==> src/rtl/grf_wb_arbiter.sv <==
// Single GRF write-port arbiter: pipeline writeback has priority, long-latency results wait in a 4-entry FIFO.
// Optional macro GRF_ARB_BYPASS_EN lets a secondary result skip the empty FIFO when the port is free.
module grf_wb_arbiter (
  input  logic        clk,
  input  logic        reset,
  input  logic        wb_valid,
  input  logic [4:0]  wb_addr,
  input  logic [31:0] wb_data,
  input  logic [31:0] wb_pc,
  input  logic        ld_valid,
  input  logic [4:0]  ld_addr,
  input  logic [31:0] ld_data,
  input  logic [31:0] ld_pc,
  output logic        ld_ready,
  output logic        grf_we,
  output logic [4:0]  grf_addr,
  output logic [31:0] grf_wdata,
  output logic [31:0] grf_pc,
  input  logic [4:0]  rd_addr_a,
  input  logic [4:0]  rd_addr_b,
  output logic        pend_a,
  output logic        pend_b,
  output logic [2:0]  buf_count
);

  localparam int DEPTH = 4;

  logic [4:0]       addr_mem [DEPTH];
  logic [31:0]      data_mem [DEPTH];
  logic [31:0]      pc_mem   [DEPTH];
  logic [DEPTH-1:0] live_reg;
  logic [1:0]       rd_ptr_reg, wr_ptr_reg;
  logic [2:0]       count_reg;

  logic wb_grant, empty, full, ld_accept, ld_nonzero, collide, bypass, enq, deq;

  assign wb_grant   = wb_valid && (wb_addr != 5'd0);
  assign empty      = (count_reg == 3'd0);
  assign full       = (count_reg == 3'd4);
  assign ld_ready   = !full;
  assign ld_accept  = ld_valid && ld_ready;
  assign ld_nonzero = (ld_addr != 5'd0);
  assign collide    = wb_grant && (ld_addr == wb_addr);

`ifdef GRF_ARB_BYPASS_EN
  // No wb grant here, so a bypassed request can never collide with a wb write.
  assign bypass = ld_accept && ld_nonzero && !wb_grant && empty;
`else
  assign bypass = 1'b0;
`endif

  assign enq       = ld_accept && ld_nonzero && !bypass;
  assign deq       = !wb_grant && !empty;
  assign buf_count = count_reg;

  always_comb begin
    grf_we    = 1'b0;
    grf_addr  = 5'd0;
    grf_wdata = 32'd0;
    grf_pc    = 32'd0;
    if (wb_grant) begin
      grf_we    = 1'b1;
      grf_addr  = wb_addr;
      grf_wdata = wb_data;
      grf_pc    = wb_pc;
    end else if (!empty) begin
      grf_we    = live_reg[rd_ptr_reg];
      grf_addr  = addr_mem[rd_ptr_reg];
      grf_wdata = data_mem[rd_ptr_reg];
      grf_pc    = pc_mem[rd_ptr_reg];
    end else if (bypass) begin
      grf_we    = 1'b1;
      grf_addr  = ld_addr;
      grf_wdata = ld_data;
      grf_pc    = ld_pc;
    end
  end

  always_ff @(posedge clk) begin
    if (enq) begin
      addr_mem[wr_ptr_reg] <= ld_addr;
      data_mem[wr_ptr_reg] <= ld_data;
      pc_mem[wr_ptr_reg]   <= ld_pc;
    end
  end

  always_ff @(posedge clk) begin
    if (reset) begin
      rd_ptr_reg <= 2'd0;
      wr_ptr_reg <= 2'd0;
      count_reg  <= 3'd0;
      live_reg   <= '0;
    end else begin
      // A wb write supersedes every older buffered result for the same register.
      if (wb_grant) begin
        for (int i = 0; i < DEPTH; i++) begin
          if (addr_mem[i] == wb_addr) live_reg[i] <= 1'b0;
        end
      end
      if (enq) begin
        live_reg[wr_ptr_reg] <= !collide;
        wr_ptr_reg           <= wr_ptr_reg + 2'd1;
      end
      if (deq) rd_ptr_reg <= rd_ptr_reg + 2'd1;
      count_reg <= count_reg + {2'b00, enq} - {2'b00, deq};
    end
  end

  logic [DEPTH-1:0] hit_a, hit_b;
  genvar gi;
  generate
    for (gi = 0; gi < DEPTH; gi++) begin : g_slot
      logic [1:0] offset;
      logic       occupied;
      assign offset     = 2'(gi) - rd_ptr_reg;
      assign occupied   = ({1'b0, offset} < count_reg) && live_reg[gi];
      assign hit_a[gi]  = occupied && (addr_mem[gi] == rd_addr_a);
      assign hit_b[gi]  = occupied && (addr_mem[gi] == rd_addr_b);
    end
  endgenerate

  assign pend_a = (|hit_a) && (rd_addr_a != 5'd0);
  assign pend_b = (|hit_b) && (rd_addr_b != 5'd0);

endmodule
==> config.mk <==
export PLATFORM = sky130hd
export DESIGN_NAME = grf_wb_arbiter
export DESIGN_NICKNAME = d
export VERILOG_FILES = /design/src/rtl/grf_wb_arbiter.sv
export SDC_FILE = /design/constraint.sdc
export NUM_CORES = 1
export LEC_CHECK = 0
export ABC_AREA = 0
export CAP_MARGIN = 20
export CORE_MARGIN = 4
export CORE_UTILIZATION = 43
export CTS_CLUSTER_DIAMETER = 200
export DETAILED_ROUTE_END_ITERATION = 6
export GPL_TIMING_DRIVEN = 0
export PLACE_DENSITY = 0.68
export SKIP_LAST_GASP = 1
export SLEW_MARGIN = 20
export SYNTH_ARGS = -nofsm -noshare
export SYNTH_HDL_FRONTEND = slang
export SYNTH_SLANG_ARGS = --single-unit
==> constraint.sdc <==
create_clock -name clk -period 3.35 [get_ports clk]
set_clock_uncertainty 0.15 [all_clocks]
set_input_delay 0.5025 -clock clk [delete_from_list [all_inputs] [get_ports clk]]
set_output_delay 0.5025 -clock clk [all_outputs]
set_load 0.05 [all_outputs]
Word-level counts from Yosys, hierarchy flattened --
Memory sizes are Yosys's and may differ from the RTL's. A register that Yosys moved wholly into a read port is not among the register bits. Index checks and enable logic that the tools add are counted.
Word-level totals: flip-flop bits (word level) 11, bits in latches 0, memory bits (writable) 276, memory bits (read-only) 0, input port bits 152, memories kept 3
Memory list:
- data_mem | words 4, width 32, read ports 1, clocked after Yosys merged registers in 1, wr ports 1, RTL line 29 | logic [31:0] data_mem [DEPTH];
- pc_mem | words 4, width 32, read ports 1, clocked after Yosys merged registers in 1, wr ports 1, RTL line 30 | logic [31:0] pc_mem [DEPTH];
- addr_mem | words 4, width 5, read ports 5, clocked after Yosys merged registers in 1, wr ports 1, RTL line 28 | logic [4:0] addr_mem [DEPTH];
Operators by class: add/sub/neg operators 8, multiply operators 0, div/mod/pow operators 0, $lt $le $gt $ge 7, equal/unequal tests 14, shift-type cells 0, muxes and demuxes 28, bitwise operators 0, reductions and logical operators 31
Operators by type and width (count):
- two-way mux 32 bit | 4
- == test 5 bit | 13
- logical AND 1 bit | 20
- nonzero test 5 bit | 4
- < comparator 2 x 3 -> 1 bit | 4
- two-way mux 2 bit | 6
- two-way mux 4 bit | 3
- two-way mux 1 bit | 10
- two-way mux 5 bit | 2
- OR reduction 4 bit | 2
- < comparator 2 x 3 -> 1 bit, second input constant | 2
- adder 2 x 1 -> 2 bit, second input constant | 2
- bitwise mux 4 bit | 1
- zero test 1 bit | 4
- subtractor 1 x 2 -> 2 bit, first input constant | 2
- subtractor 2 bit, first input constant | 2
- adder 3 x 1 -> 3 bit | 1
- == test 3 bit, second input constant | 1
- zero test 3 bit | 1
- subtractor 3 x 1 -> 3 bit | 1
- binary-select mux 1 bit (select 2 bit) | 1
- demux 1 bit (select 2 bit) | 1
- greater-or-equal comparator 2 x 1 -> 1 bit, second input constant | 1

Logic depth before layout (Yosys ltp) --
An unclocked memory read counts as a cell.
depth after elaboration 7, depth in mapped cells 13, gate-level depth less buffers 10

Worst setup path after synthesis --
No wires, ideal clock.
path type flip-flop to flip-flop, from reg count_reg[1], in the netlist buf_count[1], to mem addr_mem[0][0], enable pin, setup time 0.423 ns, arrival 3.101 ns, required time 2.777 ns, path slack -0.324 ns, cell stages (with the launch flop) 6, buffers on the path 1, path through dfxtp_1 -> or3b_2 -> o211a_1 -> clkbuf_1 -> nand2_1 -> inv_1
Between the ends: cells in the longest elaborated chain, start to end 6
RTL lines:
- start, declared | RTL line 33 | logic [2:0] count_reg;
- start signal, assigned | RTL line 105 | count_reg <= count_reg + {2'b00, enq} - {2'b00, deq};
- == test 3 bit | RTL line 39 | assign full = (count_reg == 3'd4);
- zero test 1 bit | RTL line 40 | assign ld_ready = !full;
- net ld_ready | RTL line 14 | output logic ld_ready,
- logical AND 1 bit | RTL line 41 | assign ld_accept = ld_valid && ld_ready;
- logical AND 1 bit | RTL line 52 | assign enq = ld_accept && ld_nonzero && !bypass;
- two-way mux 1 bit | RTL line 80 | if (enq) begin
- two-way mux 1 bit (implied by the code) | RTL line 81 | addr_mem[wr_ptr_reg] <= ld_addr;
- end, declared | RTL line 28
The timed path passes the listed nets, and every way through them passes these cells.

Worst setup path after layout --
from in ld_addr[2], to mem pc_mem[1][2], enable pin
Between the ends: cells in the longest elaborated chain, start to end 4
RTL lines:
- start, declared | RTL line 11 | input logic [4:0] ld_addr,
- nonzero test 5 bit | RTL line 42 | assign ld_nonzero = (ld_addr != 5'd0);
- logical AND 1 bit | RTL line 52
- two-way mux 1 bit | RTL line 80
- two-way mux 1 bit (implied by the code) | RTL line 83 | pc_mem[wr_ptr_reg] <= ld_pc;
- end, declared | RTL line 30
Every way passes these cells.

==> flow_metrics.tcl <==
set metrics [dict create \
    cp-start-kind "primary input" \
    r2r-start "buf_count[2]" \
    layout-drive-gt1-share 0.2565 \
    vias 6941 \
    antenna_found_initial 1 \
    rows 61 \
    tns_ps 0 \
    hpwl_mm 19.38 \
    ant_nets 0 \
    syn-num-nets 814 \
    cp_cell_sequence "clkdlybuf4s50_1 -> or4_1 -> o211a_1 -> clkbuf_1 -> nand2_1 -> clkinvlp_4 -> buf_12" \
    whs_path_depth 5 \
    synth_top_area_cell "edfxtp_1" \
    cts_tree "built" \
    critPathLaunch "ld_addr[2]" \
    crit_path_end "pc_mem[1][2]" \
    crit_slowest_cell "or4_1" \
    critical_path.max_stage_delay_ps 590 \
    endpoint_kind "flip-flop" \
    via_per_inst 5.347 \
    setup_viol 0 \
    p_leak_nw 5.254 \
    worstMarginPinSlew_ps 670.4 \
    yosys_warnings 0 \
    synthTopCellsByArea "edfxtp_1 (68%), mux4_2 (13%), a22o_1 (4.9%)" \
    clock_sinks 289 \
    vdd_drop_max_v 0.0005482 \
    critical_path_depth 7 \
    drv_slew 0 \
    synth_edf_count 276 \
    reg.largest.list "data_mem: 128 flops, pc_mem: 128 flops, addr_mem: 20 flops" \
    wl_per_cell_um 21.28 \
    gr-total-overflow 0 \
    syn2layout_area_growth_pct 31.18 \
    drc 0 \
    grt_setup_unrepaired "yes" \
    path_class "in -> reg" \
    max-cap-violations 0 \
    status "complete, no violations" \
    root_buffer "clkbuf_16" \
    muxShareOfSynthArea 0.1287 \
    min_period_ps 3244 \
    grtUsageTotal 0.1758 \
    insertion_delay_ps 520 \
    nets 1063 \
    start_util 0.4387 \
    numCtsBuffers 29 \
    ys_seq_area_frac 0.6976 \
    io_pins 228 \
    grt_pass1_vias 7432 \
    die_w_um 176.8 \
    synth_cells 652 \
    slew_headroom 0.5521 \
    place_inst 1250 \
    cts-hold-fix-buffers 0 \
    r2r_cells 6 \
    grt_max_degree 29 \
    final_cells 1298 \
    post-route-period-util 0.9683 \
    r2r_end "pc_mem[1][2]" \
    core_um2 27930 \
    n_antenna_cell 0 \
    synth_top_area_share 0.6763 \
    synthXorXnorAreaFrac 0.05146 \
    synth_ff_type "edfxtp_1" \
    htreeDepth 1 \
    cp_top_family "buffers and inverters" \
    utilization 0.5755 \
    worst_hold_slack_ps 353.0 \
    synth_compound_area_frac 0.06065 \
    synthSimpleGateAreaFrac 0.02757 \
    finalWirelength_mm 27.62 \
    synth_fa_ha_area_frac 0.01082 \
    path_max_fanout 24 \
    fmax_mhz 308.3 \
    crit_required_ps 3470 \
    clkTransAtPathRegs_ps 60 \
    gp_congestion 0.8716 \
    drtPass1Iterations 5 \
    io_buffers 212 \
    synth_top_family_by_area "multiplexers" \
    dieArea_um2 31260 \
    grt_pass1_wl_mm 42.74 \
    cellPowerDensity_nw_per_um2 709.7 \
    cts.path.max_buffers 3 \
    arrival_ps 3360 \
    synthDistinctLibCells 37 \
    hp-class "in -> reg" \
    synth_area_um2 12250 \
    path_buf_inv 4 \
    r2r_slack_ps 430 \
    async_flop_share 0 \
    finalHoldViolCount 0 \
    drtIter0Drc 599 \
    syn_avg_cell_area_um2 18.79 \
    ys_ff_latch 289 \
    die_y_um 176.8 \
]
placed cells by master, fill, tap and decap left out, drive strengths merged, types with 5 or more instances in the layout:
cell and n:
buf 30, a21oi 7, mux4 70, xor2 32, edfxtp 276, clkbuf 65, clkdlybuf4s50 140, xnor2 40
nand2 5, nor2 13, inv 10, clkinv 9, nand3 8, a22o 69, clkdlybuf4s15 67, nor3 13
dfxtp 13, ha 9
cells in the mapped netlist, drive strengths merged, types with 3 or more instances:
| cell | n |
|---|---|
| o21ai | 4 |
| mux4 | 70 |
| ha | 9 |
| o21a | 3 |
| inv | 13 |
| edfxtp | 276 |
| xnor2 | 40 |
| buf | 22 |
| a21oi | 7 |
| nand4 | 4 |
| nor2 | 13 |
| nand4b | 4 |
| dfxtp | 13 |
| clkbuf | 27 |
| xor2 | 32 |
| nand2 | 5 |
| a22o | 69 |
| nor3 | 13 |
| or4 | 4 |
| nand3 | 8 |
stage by stage:
stage / area (µm²) / total power, mW / setup slack (ps)
detailed placement: 15030 / 8.480 / -580.0
global placement: 14870 / 8.434 / -1491
CTS: 16040 / 11.53 / -86.82
floorplan: 12270 / 7.200 / 20.54
global route: 16080 / 11.95 / -59.56
finish: 16080 / 11.41 / 106.2
layer usage:
metal / up-vias / routed length, µm / global-route usage / share of wire
met5: - / 11 / 0 / 0.00040
met2: 214 / 13700 / 0.2922 / 0.50
met3: 40 / 1904 / 0.04144 / 0.069
met4: 2 / 426 / 0.03256 / 0.015
met1: 3538 / 11570 / 0.2420 / 0.42
li1: 3147 / - / - / -
worst min-delay path, cell delays in order:
cell      delay (ps)
buf_4            150
xnor2_1           80
nand4_1           90
nand4b_1          90
o21ai_0           70
repair_timing:
action | in CTS | in global routing
pin swaps | 0 | 1
buffers inserted | 0 | 0
resized for setup | 244 | 12
setup endpoints to repair | 72 | 61
how the worst min path moves through the flow:
stage | startpoint | endpoint
after floorplan | live_reg[1] | live_reg[1]
final | wb_addr[1] | live_reg[2]
after global placement | live_reg[1] | live_reg[1]
after global routing | wb_addr[1] | live_reg[3]
after CTS | wb_addr[1] | live_reg[2]
after detailed placement | live_reg[0] | live_reg[0]
logic make-up after synthesis:
group | Yosys count
DFF | 289
xor gates and xnor gates | 72
AOI/OAI and AO/OA | 90
buffers and inverters | 62
adders and majority gates | 10
and+or+nand+nor | 59
muxes | 70
power breakdown:
part / switching [mW] / internal [mW]
clock: 1.25 / 1.81
combinational: 2.19 / 1.61
sequential: 0.160 / 4.40
cell type report:
type                    count  area [µm²]
fillers                  2194       11860
clock inverters            13       137.6
well taps                 378       473.0
plain buffers              47       277.8
clock buffers              37       755.7
multi-input cells         301        3450
repair buffers            220        2359
flip-flops and latches    289        8559
inverters                  13       63.81
Note: power is estimated with default switching activity, not from simulation.
